[config.mk]
export PLATFORM = sky130hd
export DESIGN_NAME = rx_core
export DESIGN_NICKNAME = d
export VERILOG_FILES = /design/src/rtl/uart_pkg.sv /design/src/rtl/uart_sync.sv /design/src/rtl/rx_core.sv
export SDC_FILE = /design/constraint.sdc
export NUM_CORES = 1
export LEC_CHECK = 0
export BUFFER_PORTS_ARGS = -buffer_cell sky130_fd_sc_hd__buf_2
export CAP_MARGIN = 20
export CORE_ASPECT_RATIO = 1.2
export CORE_UTILIZATION = 40
export CTS_BUF_LIST = sky130_fd_sc_hd__clkbuf_4 sky130_fd_sc_hd__clkbuf_8
export DETAILED_ROUTE_END_ITERATION = 8
export GPL_ROUTABILITY_DRIVEN = 0
export PLACE_DENSITY = 0.59
export SETUP_SLACK_MARGIN = 0.05
export SYNTH_ARGS = -nofsm -noshare
export SYNTH_HDL_FRONTEND = slang
export SYNTH_SLANG_ARGS = --single-unit
export TNS_END_PERCENT = 20
[constraint.sdc]
create_clock -name rx_clk -period 3 [get_ports rx_clk]
set_clock_uncertainty 0.05 [all_clocks]
set_input_delay 0.15 -clock rx_clk [delete_from_list [all_inputs] [get_ports rx_clk]]
set_output_delay 0.15 -clock rx_clk [all_outputs]
set_load 0.005 [all_outputs]
[src/rtl/uart_pkg.sv]
// Shared UART types and constants for the rx/tx cores.
// Holds the receive FSM state type, frame width and default bit timing.
package uart_pkg;

  typedef enum logic [1:0] {
    IDLE,
    START,
    DATA,
    STOP
  } rx_state_t;

  localparam int DATA_BITS = 8;
  localparam int CLKS_PER_BIT_DEF = 16;

endpackage

[src/rtl/uart_sync.sv]
// Two-flop synchronizer for asynchronous inputs (rx, cts).
// Ports: clk, rst_n (async low), rst_val (reset level), d (async in), q (synced out).
module uart_sync #(
  parameter int WIDTH = 1
) (
  input  logic             clk,
  input  logic             rst_n,
  input  logic [WIDTH-1:0] rst_val,
  input  logic [WIDTH-1:0] d,
  output logic [WIDTH-1:0] q
);

  logic [WIDTH-1:0] meta_d, meta_q;
  logic [WIDTH-1:0] sync_d, sync_q;

  always_comb begin
    meta_d = d;
    sync_d = meta_q;
  end

  always_ff @(posedge clk or negedge rst_n) begin
    if (!rst_n) begin
      meta_q <= rst_val;
      sync_q <= rst_val;
    end else begin
      meta_q <= meta_d;
      sync_q <= sync_d;
    end
  end

  assign q = sync_q;

endmodule

[src/rtl/rx_core.sv]
// UART 8N1 receive core: oversampling, 3-sample majority, valid/ready buffer.
// Ports: rx_clk, reset_n, rx, rx_ready in; rx_valid, rx_data, rx_done, frame_err, overrun out.
module rx_core
  import uart_pkg::*;
#(
  parameter int CLKS_PER_BIT = CLKS_PER_BIT_DEF
) (
  input  logic                 rx_clk,
  input  logic                 reset_n,
  input  logic                 rx,
  input  logic                 rx_ready,
  output logic                 rx_valid,
  output logic [DATA_BITS-1:0] rx_data,
  output logic                 rx_done,
  output logic                 frame_err,
  output logic                 overrun
);

  localparam int MID = CLKS_PER_BIT / 2;
  localparam int CW = $clog2(CLKS_PER_BIT);
  localparam int BW = $clog2(DATA_BITS);

  localparam logic [CW-1:0] S_PRE = CW'(MID - 1);
  localparam logic [CW-1:0] S_MID = CW'(MID);
  localparam logic [CW-1:0] S_DEC = CW'(MID + 1);
  localparam logic [CW-1:0] S_END = CW'(CLKS_PER_BIT - 1);
  localparam logic [CW-1:0] S_ONE = CW'(1);
  localparam logic [BW-1:0] B_END = BW'(DATA_BITS - 1);

  if (CLKS_PER_BIT < 4) begin : g_chk
    $error("rx_core: CLKS_PER_BIT must be >= 4");
  end

  logic rx_s;

  uart_sync #(.WIDTH(1)) u_sync (
    .clk     (rx_clk),
    .rst_n   (reset_n),
    .rst_val (1'b1),
    .d       (rx),
    .q       (rx_s)
  );

  rx_state_t            state_d, state_q;
  logic [CW-1:0]        scnt_d, scnt_q;
  logic [BW-1:0]        bcnt_d, bcnt_q;
  logic [1:0]           smp_d, smp_q;
  logic [DATA_BITS-1:0] shift_d, shift_q;
  logic                 prev_d, prev_q;
  logic                 valid_d, valid_q;
  logic [DATA_BITS-1:0] data_d, data_q;
  logic                 done_d, done_q;
  logic                 ferr_d, ferr_q;
  logic                 ovr_d, ovr_q;

  logic          maj;
  logic          at_dec;
  logic          at_end;
  logic [CW-1:0] scnt_nx;

  always_comb begin
    maj = (smp_q[0] & smp_q[1])
        | (smp_q[0] & rx_s)
        | (smp_q[1] & rx_s);
    at_dec  = (scnt_q == S_DEC);
    at_end  = (scnt_q == S_END);
    scnt_nx = at_end ? '0 : scnt_q + 1'b1;

    state_d = state_q;
    scnt_d  = scnt_q;
    bcnt_d  = bcnt_q;
    smp_d   = smp_q;
    shift_d = shift_q;
    prev_d  = rx_s;
    valid_d = valid_q;
    data_d  = data_q;
    done_d  = 1'b0;
    ferr_d  = 1'b0;
    ovr_d   = 1'b0;

    if (valid_q && rx_ready) valid_d = 1'b0;

    if (scnt_q == S_PRE) smp_d[0] = rx_s;
    if (scnt_q == S_MID) smp_d[1] = rx_s;

    unique case (state_q)
      IDLE: begin
        scnt_d = '0;
        // The edge cycle itself is sample 0 of the start bit.
        if (!rx_s && prev_q) begin
          state_d = START;
          scnt_d  = S_ONE;
        end
      end
      START: begin
        scnt_d = scnt_nx;
        if (at_dec && maj) begin
          state_d = IDLE;
          scnt_d  = '0;
        end else if (at_end) begin
          state_d = DATA;
          bcnt_d  = '0;
        end
      end
      DATA: begin
        scnt_d = scnt_nx;
        if (at_dec) shift_d[bcnt_q] = maj;
        if (at_end) begin
          if (bcnt_q == B_END) state_d = STOP;
          else bcnt_d = bcnt_q + 1'b1;
        end
      end
      STOP: begin
        scnt_d = scnt_nx;
        // Leave at the centre so a new start edge can land late in the stop bit.
        if (at_dec) begin
          state_d = IDLE;
          scnt_d  = '0;
          done_d  = 1'b1;
          if (!maj) begin
            ferr_d = 1'b1;
          end else if (!valid_q || rx_ready) begin
            data_d  = shift_q;
            valid_d = 1'b1;
          end else begin
            ovr_d = 1'b1;
          end
        end
      end
      default: begin
        state_d = IDLE;
        scnt_d  = '0;
      end
    endcase
  end

  always_ff @(posedge rx_clk or negedge reset_n) begin
    if (!reset_n) begin
      state_q <= IDLE;
      scnt_q  <= '0;
      bcnt_q  <= '0;
      smp_q   <= 2'b11;
      shift_q <= '0;
      prev_q  <= 1'b1;
      valid_q <= 1'b0;
      data_q  <= '0;
      done_q  <= 1'b0;
      ferr_q  <= 1'b0;
      ovr_q   <= 1'b0;
    end else begin
      state_q <= state_d;
      scnt_q  <= scnt_d;
      bcnt_q  <= bcnt_d;
      smp_q   <= smp_d;
      shift_q <= shift_d;
      prev_q  <= prev_d;
      valid_q <= valid_d;
      data_q  <= data_d;
      done_q  <= done_d;
      ferr_q  <= ferr_d;
      ovr_q   <= ovr_d;
    end
  end

  assign rx_valid  = valid_q;
  assign rx_data   = data_q;
  assign rx_done   = done_q;
  assign frame_err = ferr_q;
  assign overrun   = ovr_q;

endmodule

# Word-level counts from Yosys, hierarchy flattened
# Index checks and enable logic that the tools add are counted.
[classes] muxes=34 reduce_logical=13 bitwise=5 magnitude_cmp=2 addsub=2 n_eq_ne=16
[op_table] cell="$mux 1" count=16
[op_table] cell="$pmux 4 s4" count=1
[op_table] cell="$ne 2x2->1 const B" count=7
[op_table] cell="$eq 4x4->1 const B" count=3
[op_table] cell="$mux 2" count=6
[op_table] cell="$mux 3" count=4
[op_table] cell="$mux 4" count=3
[op_table] cell="$reduce_and 5->1" count=2
[op_table] cell="$bwmux 8" count=1
[op_table] cell="$pmux 2 s4" count=1
[op_table] cell="$pmux 3 s2" count=1
[op_table] cell="$add 4x1->4 const B" count=1
[op_table] cell="$eq 2x2->1 const B" count=2
[op_table] cell="$eq 4x3->1 const B" count=1
[op_table] cell="$logic_and 1x1->1" count=4
[op_table] cell="$lt 3x4->1 const B" count=1
[op_table] cell="$reduce_and 4->1" count=1
[op_table] cell="$add 3x1->3 const B" count=1
[op_table] cell="$and 1x1->1" count=3
[op_table] cell="$demux 1 s3" count=1
[op_table] cell="$eq 3x3->1 const B" count=1
[op_table] cell="$ge 3x1->1 const B" count=1
[op_table] cell="$ne 3x3->1 const B" count=1
[op_table] cell="$eq 2x1->1 const B" count=1
[op_table] cell="6 further kinds" count=8
[word_totals] ff_bits=34 out_inout_bits=12

# Longest topological paths before layout
[logic_depth] ltp_word=6 ltp_mapped=6

# Least setup slack after synthesis
# Ideal clock, no wire load.
[synth_path] path_type="register -> register" startpoint="reg scnt_q[0]" endpoint="reg shift_q[1]" stages_incl_launch_ff=6 arrival_time_ns=1.382 setup_ns=0.125 slack_ns=1.443 period_less_slack_ns=1.557 cell_sequence="dfrtp_1 ha_1 and4b_1 buf_4 nand4_1 mux2_2"
[synth_via] elab_chain_len=2
[synth_lines] item="start, declared" line_no="rx_core.sv:45" rtl="logic [CW-1:0] scnt_d, scnt_q;"
[synth_lines] item="start signal, assigned" line_no="rx_core.sv:152" rtl="scnt_q <= scnt_d;"
[synth_lines] item="$eq 4x4->1" line_no="rx_core.sv:65" rtl="at_dec = (scnt_q == S_DEC);"
[synth_lines] item="$reduce_and 2->1 (no source line)"
[synth_lines] item="end signal, assigned" line_no="rx_core.sv:155" rtl="shift_q <= shift_d;"
[synth_lines] item="end, declared" line_no="rx_core.sv:48" rtl="logic [DATA_BITS-1:0] shift_d, shift_q;"
# No other way between the ends.
# A chain may end at the register's enable or synchronous reset.

# Final worst setup path
[layout_path] startpoint="reg scnt_q[1]" endpoint="reg data_q[2] (netlist: rx_data[2])"
[layout_via] elab_chain_len=2
[layout_lines] item="$eq 4x4->1" line_no="rx_core.sv:65"
[layout_lines] item="$reduce_and 4->1 (no source line)"
[layout_lines] item="end signal, assigned" line_no="rx_core.sv:158" rtl="data_q <= data_d;"
[layout_lines] item="end, declared" line_no="rx_core.sv:51" rtl="logic [DATA_BITS-1:0] data_d, data_q;"
# No other way between the ends.

==> reports/summary.md <==
- finished clean — run status
- 0.151 — overall global routing resource usage
- 0 — Post-DRT Antenna Nets
- 0.320 — fraction of layout cells with a size suffix above 1
- 734 nW/um2 — power density normalized to cell area
- 0 — Setup violations, final
- 35 — pin count of the biggest net entering global routing
- 1.00 — share of async-settable or async-resettable flops after synthesis
- 34 — post-synthesis sequential element count
- 58.8 um — Horiz. Die Dim
- 128 — synthesized netlist cell count
- 4670 um — first-pass GRT wire length
- 24 — Cell Rows
- 0.07 ns — Clk pin slew, worst setup/hold paths
- flop to flop — Setup Crit Path Kind
- 16 — I/O pin cnt
- 0.318 — Clk pwr share
- flop — crit end category
- flop — startpoint type of the worst setup path
- 0 — Diodes inserted
- 0 — max-slew violations
- 0 — post-route DRC violation count
- 339 uV — worst vdd ir
- 3660 um2 — Core Footprint
- 0.422 — starting density of the core
- 0.409 mW — Switching Power
- 0.126 ns — tightest hold margin
- 0 — Synth warnings
- 0 — number of antenna violations at the first check in global routing
- 11 — top fanout value on the critical path
- clkbuf_8 — CTS root buffer
- 31 — Distinct cells, synth
- 5.21 — drt via density
- 13.2 um — routed wirelength normalized by instance count
- 0 — grt ovf
- 0.720 ns — Least-Margin Pin Slew
- 4 — detailed-routing iteration count for the pre-antenna-repair pass
- 2630 um — Post-Route WL
- 137 — synthesized net count
- 34 — # clock sinks
- 0.311 — sw frac
- 2 — number of H-tree levels
- 15 — count of buffers inserted at the top-level ports
- input pin to flop — kind of path behind the tightest hold check
- 1.31 mW — Power Total
- 2.01 ns — fin crit period
- 1025 — via count of the first global-routing pass
- 0.670 — crit share post-route
- 0 ns — Setup TNS Final
- 0.905 mW — Pint
- 360 — count of fill cells added during filler insertion
- built — TritonCTS clock tree
- dfrtp_1 — Primary FF master, synth
- 0 — cts repair resizes
- 3 — Min-Delay Path Depth
- 5 — FF-to-FF path depth
- 0.845 nW — Pleak
- 0.498 GHz — Max Fclk
- 1890 um — HPWL reported at the end of detailed placement
- 28 — drt first-iter violations
- 70.1 um — chip height
- no — unrepaired setup endpoints after global routing
- 0 — number of synthesized flops with an enable pin
- 12.1 um2 — synthesized area divided by synthesized cell count
- 3.12 ns — required time of the critical path
- 1036 — Via Count
- 4120 um2 — die area
- 0.203 — power share of the combinational group
- 0.29 ns — worst-skew pair later-pin latency
- 0 — number of endpoints with negative hold slack in the final report
- 1550 um2 — cell area after technology mapping
- dfrtp_1 (29), mux2_2 (18), buf_2 (15) — highest-count cells in the layout ignoring fill and taps
- 5 — clock buffer count from CTS
- 155 — count of nets after finishing
- 15.7% — Area Growth Syn to Fin
- 0.520 — max-slew headroom at the worst pin
- 0.479 — portion of total power attributed to sequential cells
- 0.554 — register area share after synthesis
- dfrtp_1 — most common cell after layout, fill and taps aside
- 2.13 ns — Arr. time, crit path
- 0 — Max Cap Violations
- 2 — maximum count of clock buffers along a single path
[worst max-delay path, stage by stage (launching register included)]
cell and delay, ns:
dfrtp_1 0.40, inv_1 0.10, ha_1 0.19, and4b_1 0.45, nand4_2 0.31, mux2_2 0.38
[path summary, 6_finish.rpt]
check                                         from                      to  slack [ns]
setup / recovery               scnt_q[1]$_DFF_PN0_  rx_data[2]$_DFFE_PN0P_        0.99
hold / removal                            rx_ready       overrun$_DFF_PN0_        0.13
setup reg to reg               scnt_q[1]$_DFF_PN0_  rx_data[2]$_DFFE_PN0P_        0.99
hold reg to reg            u_sync.meta_q$_DFF_PN1_      u_sync.q$_DFF_PN1_        0.31
max in group asynchronous                  reset_n  shift_q[4]$_DFFE_PN0P_        2.04
min in group asynchronous                  reset_n   bcnt_q[2]$_DFFE_PN0P_        0.41
[cells by family (layout without fill, tap and decap cells)]
kind of cell / count (synthesis) / count (layout) / share of synthesized area
DFF: 34 / 34 / 0.554
xor gates and xnor gates: 1 / 1 / 0.00566
buffers and inverters: 11 / 30 / 0.0323
muxes: 18 / 18 / 0.131
AOI/OAI and AO/OA: 15 / 15 / 0.0614
and+or+nand+nor: 43 / 43 / 0.169
adders and majority gates: 6 / 6 / 0.0469
[metrics by stage]
step | cells | cell area, um2 | setup slack [ns] | utilization
3_5_place_dp | 189 | 1660 | 0.984 | 0.452
3_3_place_gp | 189 | 1660 | 1.08 | 0.452
4_1_cts | 199 | 1790 | 0.980 | 0.489
5_1_grt | 199 | 1790 | 0.830 | 0.489
2_1_floorplan | 128 | 1550 | 1.44 | -
6_report | 199 | 1790 | 0.991 | 0.489
[power groups by stage]
stage	clock (mW)	sequential [mW]	combinational, mW
4_1_cts	0.430	0.629	0.271
2_1_floorplan	0	0.583	0.261
5_1_grt	0.447	0.644	0.305
3_5_place_dp	0	0.638	0.266
6_report	0.418	0.630	0.266
3_3_place_gp	0	0.633	0.265
[metal layers]
layer | routed length [um] | vias up | global-route usage
met5 | 0 | - | 0
met4 | 48 | 0 | 0.0635
met3 | 74 | 6 | 0.0389
met2 | 1380 | 13 | 0.258
met1 | 1130 | 517 | 0.174
li1 | - | 500 | -
[sequential cells by signal (all words and copies together), names as in the netlist, named ones only]
register / count
bcnt_q: 3
frame_err: 1
overrun: 1
prev_q: 1
rx_data: 8
rx_done: 1
rx_valid: 1
scnt_q: 4
shift_q: 8
smp_q: 2
state_q: 1
u_sync.meta_q: 1
u_sync.q: 1
[cell type report]
class,instances,area [um2],share of cell area
multi-input combinational,83,641,0.358
clock buffer,5,68.8,0.0384
inverter,5,18.8,0.0105
sequential,34,857,0.479
timing repair buffer,17,95.1,0.0531
tap,52,65.1,0.0363
clock inverter,3,45.0,0.0252
[synthesized netlist by cell type, types with 2 or more instances]
cell type  number  area share
dfrtp_1        29        0.47
nand2b_1        2      0.0081
dfstp_2         5       0.085
a21oi_1         4       0.013
mux2_2         18        0.13
nor2_1          7       0.017
nand3_1         5       0.016
o311ai_0        3       0.017
inv_1           5       0.012
clkbuf_1        3      0.0073
nand3b_1        2      0.0097
buf_4           2      0.0097
o21ai_0         5       0.016
ha_1            5       0.040
nor2b_1         4       0.016
nand4b_1        3       0.017
or4_1           3       0.015
and4b_1         2       0.013
nand2_1         5       0.012
nand4_1         5       0.020
[repair_timing]
action	CTS	global route
setup buffers	0	0
endpoints found under the hold margin	30	0
setup endpoints to repair	0	0
hold buffers	2	0
Power figures use the tool's default switching activity.
